## src/rtl/sched_window.sv

```systemverilog
`default_nettype none
// ============================================================================
//  Module      : sched_window
//  Description : Collapsing out-of-order issue window. Entries are held in age
//                order (slot 0 oldest). Each cycle the oldest entry that has
//                no hazard against any older entry issues into a front
//                register. Younger entries shift down to close the gap.
//                Load data returning by tag wakes waiting entries.
//  Revision    : 1.0  initial release
// ============================================================================
module sched_window #(
    parameter int DEPTH     = 4,
    parameter int TAG_W     = 3,
    parameter int PAYLOAD_W = 21
) (
    input  logic                   clk,
    input  logic                   a_rst,
    input  logic                   id_feed,
    output logic                   id_req,
    input  logic [PAYLOAD_W-1:0]   id_payload,
    input  logic [15:0]            id_k16,
    input  logic [2:0]             id_a_adr,
    input  logic [2:0]             id_b_adr,
    input  logic [3:0]             id_d_adr,
    input  logic                   id_sf,
    input  logic                   id_ld,
    input  logic                   id_st,
    input  logic                   id_wait,
    input  logic                   lsu_data_wb,
    input  logic [TAG_W-1:0]       lsu_data_tag,
    input  logic [15:0]            lsu_data_in,
    input  logic                   lsu_wait,
    output logic                   iss_valid,
    output logic [PAYLOAD_W-1:0]   iss_payload,
    output logic [15:0]            iss_k16,
    output logic [3:0]             iss_d_adr,
    output logic                   iss_sf,
    output logic [TAG_W-1:0]       iss_tag,
    output logic [$clog2(DEPTH):0] count
);

    localparam int IDX_W = $clog2(DEPTH);
    localparam int CNT_W = IDX_W + 1;
    localparam logic [CNT_W-1:0] c_DEPTH_CNT = CNT_W'(DEPTH);

    typedef struct packed {
        logic                 valid;
        logic [PAYLOAD_W-1:0] payload;
        logic [15:0]          k16;
        logic [2:0]           a;
        logic [2:0]           b;
        logic [3:0]           d;
        logic                 sf;
        logic                 ld;
        logic                 st;
        logic                 wt;
        logic [TAG_W-1:0]     tag;
    } entry_t;

    entry_t               r_win [DEPTH];
    entry_t               w_win_nxt [DEPTH];
    entry_t               w_new;
    logic [CNT_W-1:0]     r_count;
    logic [TAG_W-1:0]     r_tag;
    logic [DEPTH-1:0]     w_elig;
    logic                 w_issue;
    logic [IDX_W-1:0]     w_sel;
    logic                 w_alloc;
    logic [CNT_W-1:0]     w_slot;

    logic                 r_iss_valid;
    logic [PAYLOAD_W-1:0] r_iss_payload;
    logic [15:0]          r_iss_k16;
    logic [3:0]           r_iss_d_adr;
    logic                 r_iss_sf;
    logic [TAG_W-1:0]     r_iss_tag;

    // True when younger entry y may not pass older entry o.
    function automatic logic f_hazard(input entry_t y, input entry_t o);
        logic raw, war, waw, flg, mem;
        raw = o.d[3] & ((o.d[2:0] == y.a) | (o.d[2:0] == y.b));
        war = y.d[3] & ((y.d[2:0] == o.a) | (y.d[2:0] == o.b));
        waw = y.d[3] & o.d[3] & (y.d[2:0] == o.d[2:0]);
        flg = y.sf & o.sf;
        mem = (y.ld | y.st) & (o.st | (y.st & o.ld));
        return raw | war | waw | flg | mem;
    endfunction

    assign id_req  = (r_count < c_DEPTH_CNT);
    assign w_alloc = id_feed & id_req;
    assign count   = r_count;

    // An entry is eligible when ready and clear of every older valid entry.
    always_comb begin
        w_elig = '0;
        for (int i = 0; i < DEPTH; i++) begin
            w_elig[i] = r_win[i].valid & ~r_win[i].wt;
            for (int j = 0; j < DEPTH; j++) begin
                if ((j < i) && r_win[j].valid && f_hazard(r_win[i], r_win[j]))
                    w_elig[i] = 1'b0;
            end
        end
    end

    // Oldest eligible entry wins; nothing leaves the window while the LSU stalls.
    always_comb begin
        w_issue = 1'b0;
        w_sel   = '0;
        for (int i = DEPTH - 1; i >= 0; i--) begin
            if (w_elig[i]) begin
                w_issue = ~lsu_wait;
                w_sel   = IDX_W'(i);
            end
        end
    end

    // Incoming uop, as it will be stored.
    always_comb begin
        w_new         = '0;
        w_new.valid   = 1'b1;
        w_new.payload = id_payload;
        w_new.k16     = id_k16;
        w_new.a       = id_a_adr;
        w_new.b       = id_b_adr;
        w_new.d       = id_d_adr;
        w_new.sf      = id_sf;
        w_new.ld      = id_ld;
        w_new.st      = id_st;
        w_new.wt      = id_wait;
        w_new.tag     = r_tag;
    end

    // Next window: collapse over the issued slot, apply wake-up, then append.
    always_comb begin
        w_slot = w_issue ? (r_count - CNT_W'(1)) : r_count;
        for (int k = 0; k < DEPTH; k++) begin
            if (w_issue && (k >= int'(w_sel))) begin
                if (k == DEPTH - 1)
                    w_win_nxt[k] = '0;
                else
                    w_win_nxt[k] = r_win[(k + 1) % DEPTH];
            end else begin
                w_win_nxt[k] = r_win[k];
            end
            if (lsu_data_wb && w_win_nxt[k].valid && w_win_nxt[k].wt &&
                (w_win_nxt[k].tag == lsu_data_tag)) begin
                w_win_nxt[k].k16 = lsu_data_in;
                w_win_nxt[k].wt  = 1'b0;
            end
            if (w_alloc && (int'(w_slot) == k))
                w_win_nxt[k] = w_new;
        end
    end

    // Window storage, occupancy and allocation tag.
    always_ff @(posedge clk) begin
        if (a_rst) begin
            for (int k = 0; k < DEPTH; k++)
                r_win[k] <= '0;
            r_count <= '0;
            r_tag   <= '0;
        end else begin
            for (int k = 0; k < DEPTH; k++)
                r_win[k] <= w_win_nxt[k];
            r_count <= r_count + CNT_W'(w_alloc) - CNT_W'(w_issue);
            if (w_alloc)
                r_tag <= r_tag + TAG_W'(1);
        end
    end

    // Front register: load the selected uop or a bubble, hold during LSU stall.
    always_ff @(posedge clk) begin
        if (a_rst) begin
            r_iss_valid   <= 1'b0;
            r_iss_payload <= '0;
            r_iss_k16     <= '0;
            r_iss_d_adr   <= '0;
            r_iss_sf      <= 1'b0;
            r_iss_tag     <= '0;
        end else if (!lsu_wait) begin
            r_iss_valid <= w_issue;
            if (w_issue) begin
                r_iss_payload <= r_win[w_sel].payload;
                r_iss_k16     <= r_win[w_sel].k16;
                r_iss_d_adr   <= r_win[w_sel].d;
                r_iss_sf      <= r_win[w_sel].sf;
                r_iss_tag     <= r_win[w_sel].tag;
            end else begin
                r_iss_payload <= '0;
                r_iss_k16     <= '0;
                r_iss_d_adr   <= '0;
                r_iss_sf      <= 1'b0;
                r_iss_tag     <= '0;
            end
        end
    end

    assign iss_valid   = r_iss_valid;
    assign iss_payload = r_iss_payload;
    assign iss_k16     = r_iss_k16;
    assign iss_d_adr   = r_iss_d_adr;
    assign iss_tag     = r_iss_tag;
    // Flag write is only committed while the LSU is not stalling the front.
    assign iss_sf      = r_iss_valid & r_iss_sf & ~lsu_wait;

endmodule
`default_nettype wire

```

## config.mk

```make
export PLATFORM = sky130hd
export DESIGN_NAME = sched_window
export DESIGN_NICKNAME = d
export VERILOG_FILES = /design/src/rtl/sched_window.sv
export SDC_FILE = /design/constraint.sdc
export NUM_CORES = 1
export LEC_CHECK = 0
export ABC_AREA = 1
export BUFFER_PORTS_ARGS = -buffer_cell sky130_fd_sc_hd__buf_2
export CAP_MARGIN = 25
export CORE_UTILIZATION = 63
export CTS_BUF_LIST = sky130_fd_sc_hd__clkbuf_8
export DETAILED_ROUTE_END_ITERATION = 10
export GPL_ROUTABILITY_DRIVEN = 0
export PLACE_DENSITY = 0.87
export SKIP_CTS_REPAIR_TIMING = 1
export SLEW_MARGIN = 20
export SYNTH_ARGS = -nofsm -noshare
export SYNTH_HDL_FRONTEND = slang
export SYNTH_SLANG_ARGS = --single-unit
```

## constraint.sdc

```tcl
create_clock -name clk -period 3.6 [get_ports clk]
set_input_delay 0.72 -clock clk [delete_from_list [all_inputs] [get_ports clk]]
set_output_delay 0.72 -clock clk [all_outputs]
set_load 0.02 [all_outputs]
```

# Word level (Yosys, flattened, before mapping)
# Memories as Yosys holds them, arrays and structs flattened.
# Index checks and enable logic that the tools add are counted.
# op_classes
n_mux	43
add_sub_neg	4
bitwise	103
n_eq_ne	37
n_lt_le_gt_ge	4
n_reduce_logical	26
# op_table
cell	count
$mux 55	12
$eq 3x3->1	34
$mux 16	5
$and 1x1->1	49
$or 1x1->1	49
$logic_and 1x1->1	25
$mux 21	1
$mux 1	18
$mux 2	4
$eq 3x3->1 const B	2
$mux 3	2
$not 1->1	5
$ge 1x2->1 const A	2
$mux 4	1
$add 3x1->3	1
$add 3x1->3 const B	1
$eq 3x2->1 const B	1
$logic_not 3->1	1
$lt 3x3->1 const B	1
$sub 3x1->3	1
$sub 3x1->3 const B	1
$ge 2x2->1 const A	1
# word_totals
n_memories	1
out_inout_bits	50
ramBits	220
regBits	52
input_bits	75
word_cells	226
# memory_table
memory	words	word_bits	rd	rd_ports_with_merged_regs	wr	line	text
r_win	4	55	5	0	4	60	entry_t r_win [DEPTH];

# Depth between registers and ports, before layout
# An unclocked memory read counts as a cell.
# depth
ltp_word	25
depth_mapped	26
ltp_nobuf	25

# Least setup slack after synthesis
# Ideal clock, no wire load.
# synth_path
kind	reg-to-reg
startpoint	memory r_win[1][9] (netlist name)
endpoint	register r_count[2] (netlist: count[2])
period_less_slack_ns	2.798
required_ns	3.530
setup_time_ns	0.070
path_slack_ns	0.802
n_path_buf	1
path_stages_with_launch	18
arrival_ns	2.728
path_cell_list	dfxtp_1 buf_4 xnor2_1 nand3_1 nand3_1 nand2_1 nand2_1 nand2_2 a21oi_4 nand3_4 nand2_2 inv_2 ha_1 inv_1 ha_1 fa_1 or2_2 a21oi_1
# synth_lines
item	line	text
start: declaration	60	
end signal: assignment	165	r_count <= r_count + CNT_W'(w_alloc) - CNT_W'(w_issue);
end: declaration	63	logic [CNT_W-1:0] r_count;

==> flow_metrics.env <==
export IMPL_ant_nets=0
export IMPL_worstSetupStartpoint="r_win[1][8]$_SDFFE_PP0P_"
export IMPL_drtPass1Iterations=7
export IMPL_power_switching_mw=7.19
export IMPL_final_min_period_over_clock_period_pct=94.2
export IMPL_ys_top_cells_by_area="dfxtp_1, nand2_1, o21ai_0, nand3_1, a21oi_1"
export IMPL_r2r_cells=20
export IMPL_drv_slew=0
export IMPL_cap_violations=0
export IMPL_cp_end_kind="flip-flop"
export IMPL_r2r_start="r_win[1][8]$_SDFFE_PP0P_"
export IMPL_finalSetupViolCount=0
export IMPL_path_max_fanout=16
export IMPL_antenna_found_initial=1
export IMPL_crit_end="r_win[3][18]$_SDFFE_PP0P_"
export IMPL_rsz0062_at_grt="no"
export IMPL_drive_gt1_share_pct=12.6
export IMPL_path_cells="buf_4, xnor2_1, nand3_1, nand2_1, a21oi_1, nand2_1, nand2_2, a21oi_4, nand3_4, nand2_2, buf_4, nand2_1, nand2_1, nand3_1, nor3_4, buf_4, nand3_1, nand2_1, nor2_1, nor2_1"
export IMPL_drc_errors=0
export IMPL_p_sw_share_pct=48.7
export IMPL_p_int_mw=7.58
export IMPL_hpwl_mm=30.6
export IMPL_synthTopCellsByCount="nand2_1, dfxtp_1, o21ai_0"
export IMPL_rows=56
export IMPL_worst_pin_slew_ns=0.829
export IMPL_htree_levels=2
export IMPL_holdWs_ns=0.395
export IMPL_p_seq_share_pct=29.7
export IMPL_ir_drop_mv=0.788
export IMPL_wl_mm=50.0
export IMPL_hold_viol_final=0
export IMPL_dieArea_sq_um=25000
export IMPL_path_clk_slew_ns=0.06
export IMPL_yosysSeqAreaShare_pct=35.5
export IMPL_grt_max_degree=82
export IMPL_postSynthAreaPerCell_sq_um=6.48
export IMPL_power_frac_comb_pct=51.9
export IMPL_ios=125
export IMPL_seq_area_sq_um=5450
export IMPL_grt_pass1_wl_mm=77.3
export IMPL_path_class="flip-flop to flip-flop"
export IMPL_synth_top_flop_cell="dfxtp_1"
export IMPL_synth_area_leader_cell="dfxtp_1"
export IMPL_hp_class="input pin to flip-flop"
export IMPL_synth_cell_types=40
export IMPL_crit_slowest_cell="dfxtp_1"
export IMPL_core_area_sq_um=23700
export IMPL_clk_path_buf_depth=3
export IMPL_start_util_pct=64.8
export IMPL_status="completed"
export IMPL_dp_slack_ns=0.312
export IMPL_total_power_mw=14.8
export IMPL_power_leakage_nw=7.37
export IMPL_fmax_mhz=295
export IMPL_dpl_cell_area_sq_um=16100
export IMPL_r2r_end="r_win[3][18]$_SDFFE_PP0P_"
export IMPL_arrival_ns=3.89
export IMPL_synth_most_common_cell="nand2_1"
export IMPL_max_stage_delay_ns=0.48
export IMPL_ys_seq_elements=272
export IMPL_pwr_density_cell_nw_per_um2=863
export IMPL_numCtsBuffers=45
export IMPL_required_ns=4.10
export IMPL_path_common_cell="nand2_1"
export IMPL_portBuffers=124
export IMPL_synth_area_sq_um=15300
export IMPL_r2r_setup_slack_ns=0.21
export IMPL_fillCellCount=1970
export IMPL_insertion_delay_ns=0.59
export IMPL_setup_tns_ns=0
export IMPL_ys_warnings_count=0
export IMPL_die_h_microns=158
export IMPL_postSynthCellCount=2366
export IMPL_cts_root_buffer="clkbuf_8"
export IMPL_fin_crit_ns=3.39
export IMPL_final_cell_area_sq_um=17100
export IMPL_clock_power_share_pct=18.4
export IMPL_tritoncts="yes"
export IMPL_grt_pass1_vias=15610
export IMPL_finalWorstSetupSlack_ns=0.207
export IMPL_clock_skew_ns=0.0299
export IMPL_vias=17178
export IMPL_cpLargestDelayFamily="simple AND/OR/NAND/NOR gates"
export IMPL_worst_path_stages=20
export IMPL_cp_buffers_inverters=3
export IMPL_nets=2498
export IMPL_fp_dieW_microns=158
export IMPL_grt_ovfl_total=0
export IMPL_drt_iter0_drc=2320
export IMPL_grt_util_all_layers_pct=39.0
export IMPL_multiInputGateArea_sq_um=8300
export IMPL_vias_per_cell=6.20
export IMPL_start_kind="flip-flop"
export IMPL_avgRoutedWirePerCell_microns=18.0
export IMPL_relSlewSlack_pct=44.8
export IMPL_syn_num_nets=2446
export IMPL_synth_top_area_share_pct=35.5
export IMPL_syn_to_final_growth_pct=11.5
export IMPL_synth_edf_count=0
export IMPL_async_reset_ff_share_pct=0
export IMPL_numClockSinks=272
## routing by layer
metal	vias to the layer above	share of wire, %	track usage (%)
met5	-	0	0
met4	0	4.2	20.6
met3	208	13	8.10
met2	1261	44	61.8
met1	7837	38	49.7
li1	7872	-	-
## power by group through the flow
stage                     Clock [mW]  Combinational [mW]  Sequential [mW]
after global placement             0                7.01             4.38
final                           2.71                7.67             4.39
after floorplan                    0                5.12             4.28
after CTS                       2.70                7.25             4.35
after global routing            2.86                8.23             4.45
after detailed placement           0                7.20             4.40
## worst min-delay path: stages
cell	delay (ns)
buf_2	0.10
nand2_1	0.05
a21oi_1	0.05
## placed cells by master (no fill, tap or decap), types with 7 or more instances in the layout
cell	n
buf_2	123
o211ai_1	46
o22ai_1	7
nand2_2	10
a31oi_1	60
nand3_1	221
buf_4	52
a21oi_1	207
xor2_1	9
inv_2	10
or2_2	10
nand2_1	592
dfxtp_1	269
o221ai_1	23
clkbuf_8	56
xnor2_1	57
o21ai_1	12
o21ai_0	227
buf_12	9
inv_1	214
nor2_1	182
## final cells by class
type	count	area share, %
antenna	3	0.0439
clock buffer	56	4.50
clock inverter	23	0.673
inverter	214	4.74
multi-input combinational	1697	48.5
sequential	272	31.8
tap	319	2.33
timing repair buffer	188	7.37
## registers in the layout, summed over array words and instances, names as in the netlist
| register | cells |
|---|---|
| count | 3 |
| iss_d_adr | 4 |
| iss_k16 | 16 |
| iss_payload | 21 |
| iss_tag | 3 |
| iss_valid | 1 |
| r_iss_sf | 1 |
| r_tag | 3 |
| r_win | 220 |
## worst min-delay path by stage
stage,endpoint,depth (start not counted),startpoint
2_1_floorplan,r_win[0][20]$_SDFFE_PP0P_,2,r_win[0][20]$_SDFFE_PP0P_
3_3_place_gp,iss_payload[18]$_SDFFE_PP0N_,2,iss_payload[18]$_SDFFE_PP0N_
3_5_place_dp,iss_payload[6]$_SDFFE_PP0N_,2,iss_payload[6]$_SDFFE_PP0N_
4_1_cts,r_win[3][11]$_SDFFE_PP0P_,3,id_b_adr[0]
5_1_grt,r_win[3][46]$_SDFFE_PP0P_,3,id_payload[13]
6_report,r_win[3][11]$_SDFFE_PP0P_,3,id_b_adr[0]
## cell families after synthesis
| kind of cell | count (synthesis) | share of synthesized area, % |
|---|---|---|
| adder cells (fa/ha/maj) | 5 | 0.457 |
| flip-flops | 272 | 35.5 |
| XOR/XNOR | 66 | 3.77 |
| buffers and inverters | 397 | 10.8 |
| AND/OR/NAND/NOR | 1037 | 28.1 |
| AO/OA/AOI/OAI | 589 | 21.4 |
## stage by stage
step	instances	utilization, %
3_3_place_gp	2689	68.1
2_1_floorplan	2366	-
4_1_cts	2768	71.9
6_report	2772	72.2
3_5_place_dp	2689	68.1
5_1_grt	2770	72.2
Power figures use the tool's default switching activity.
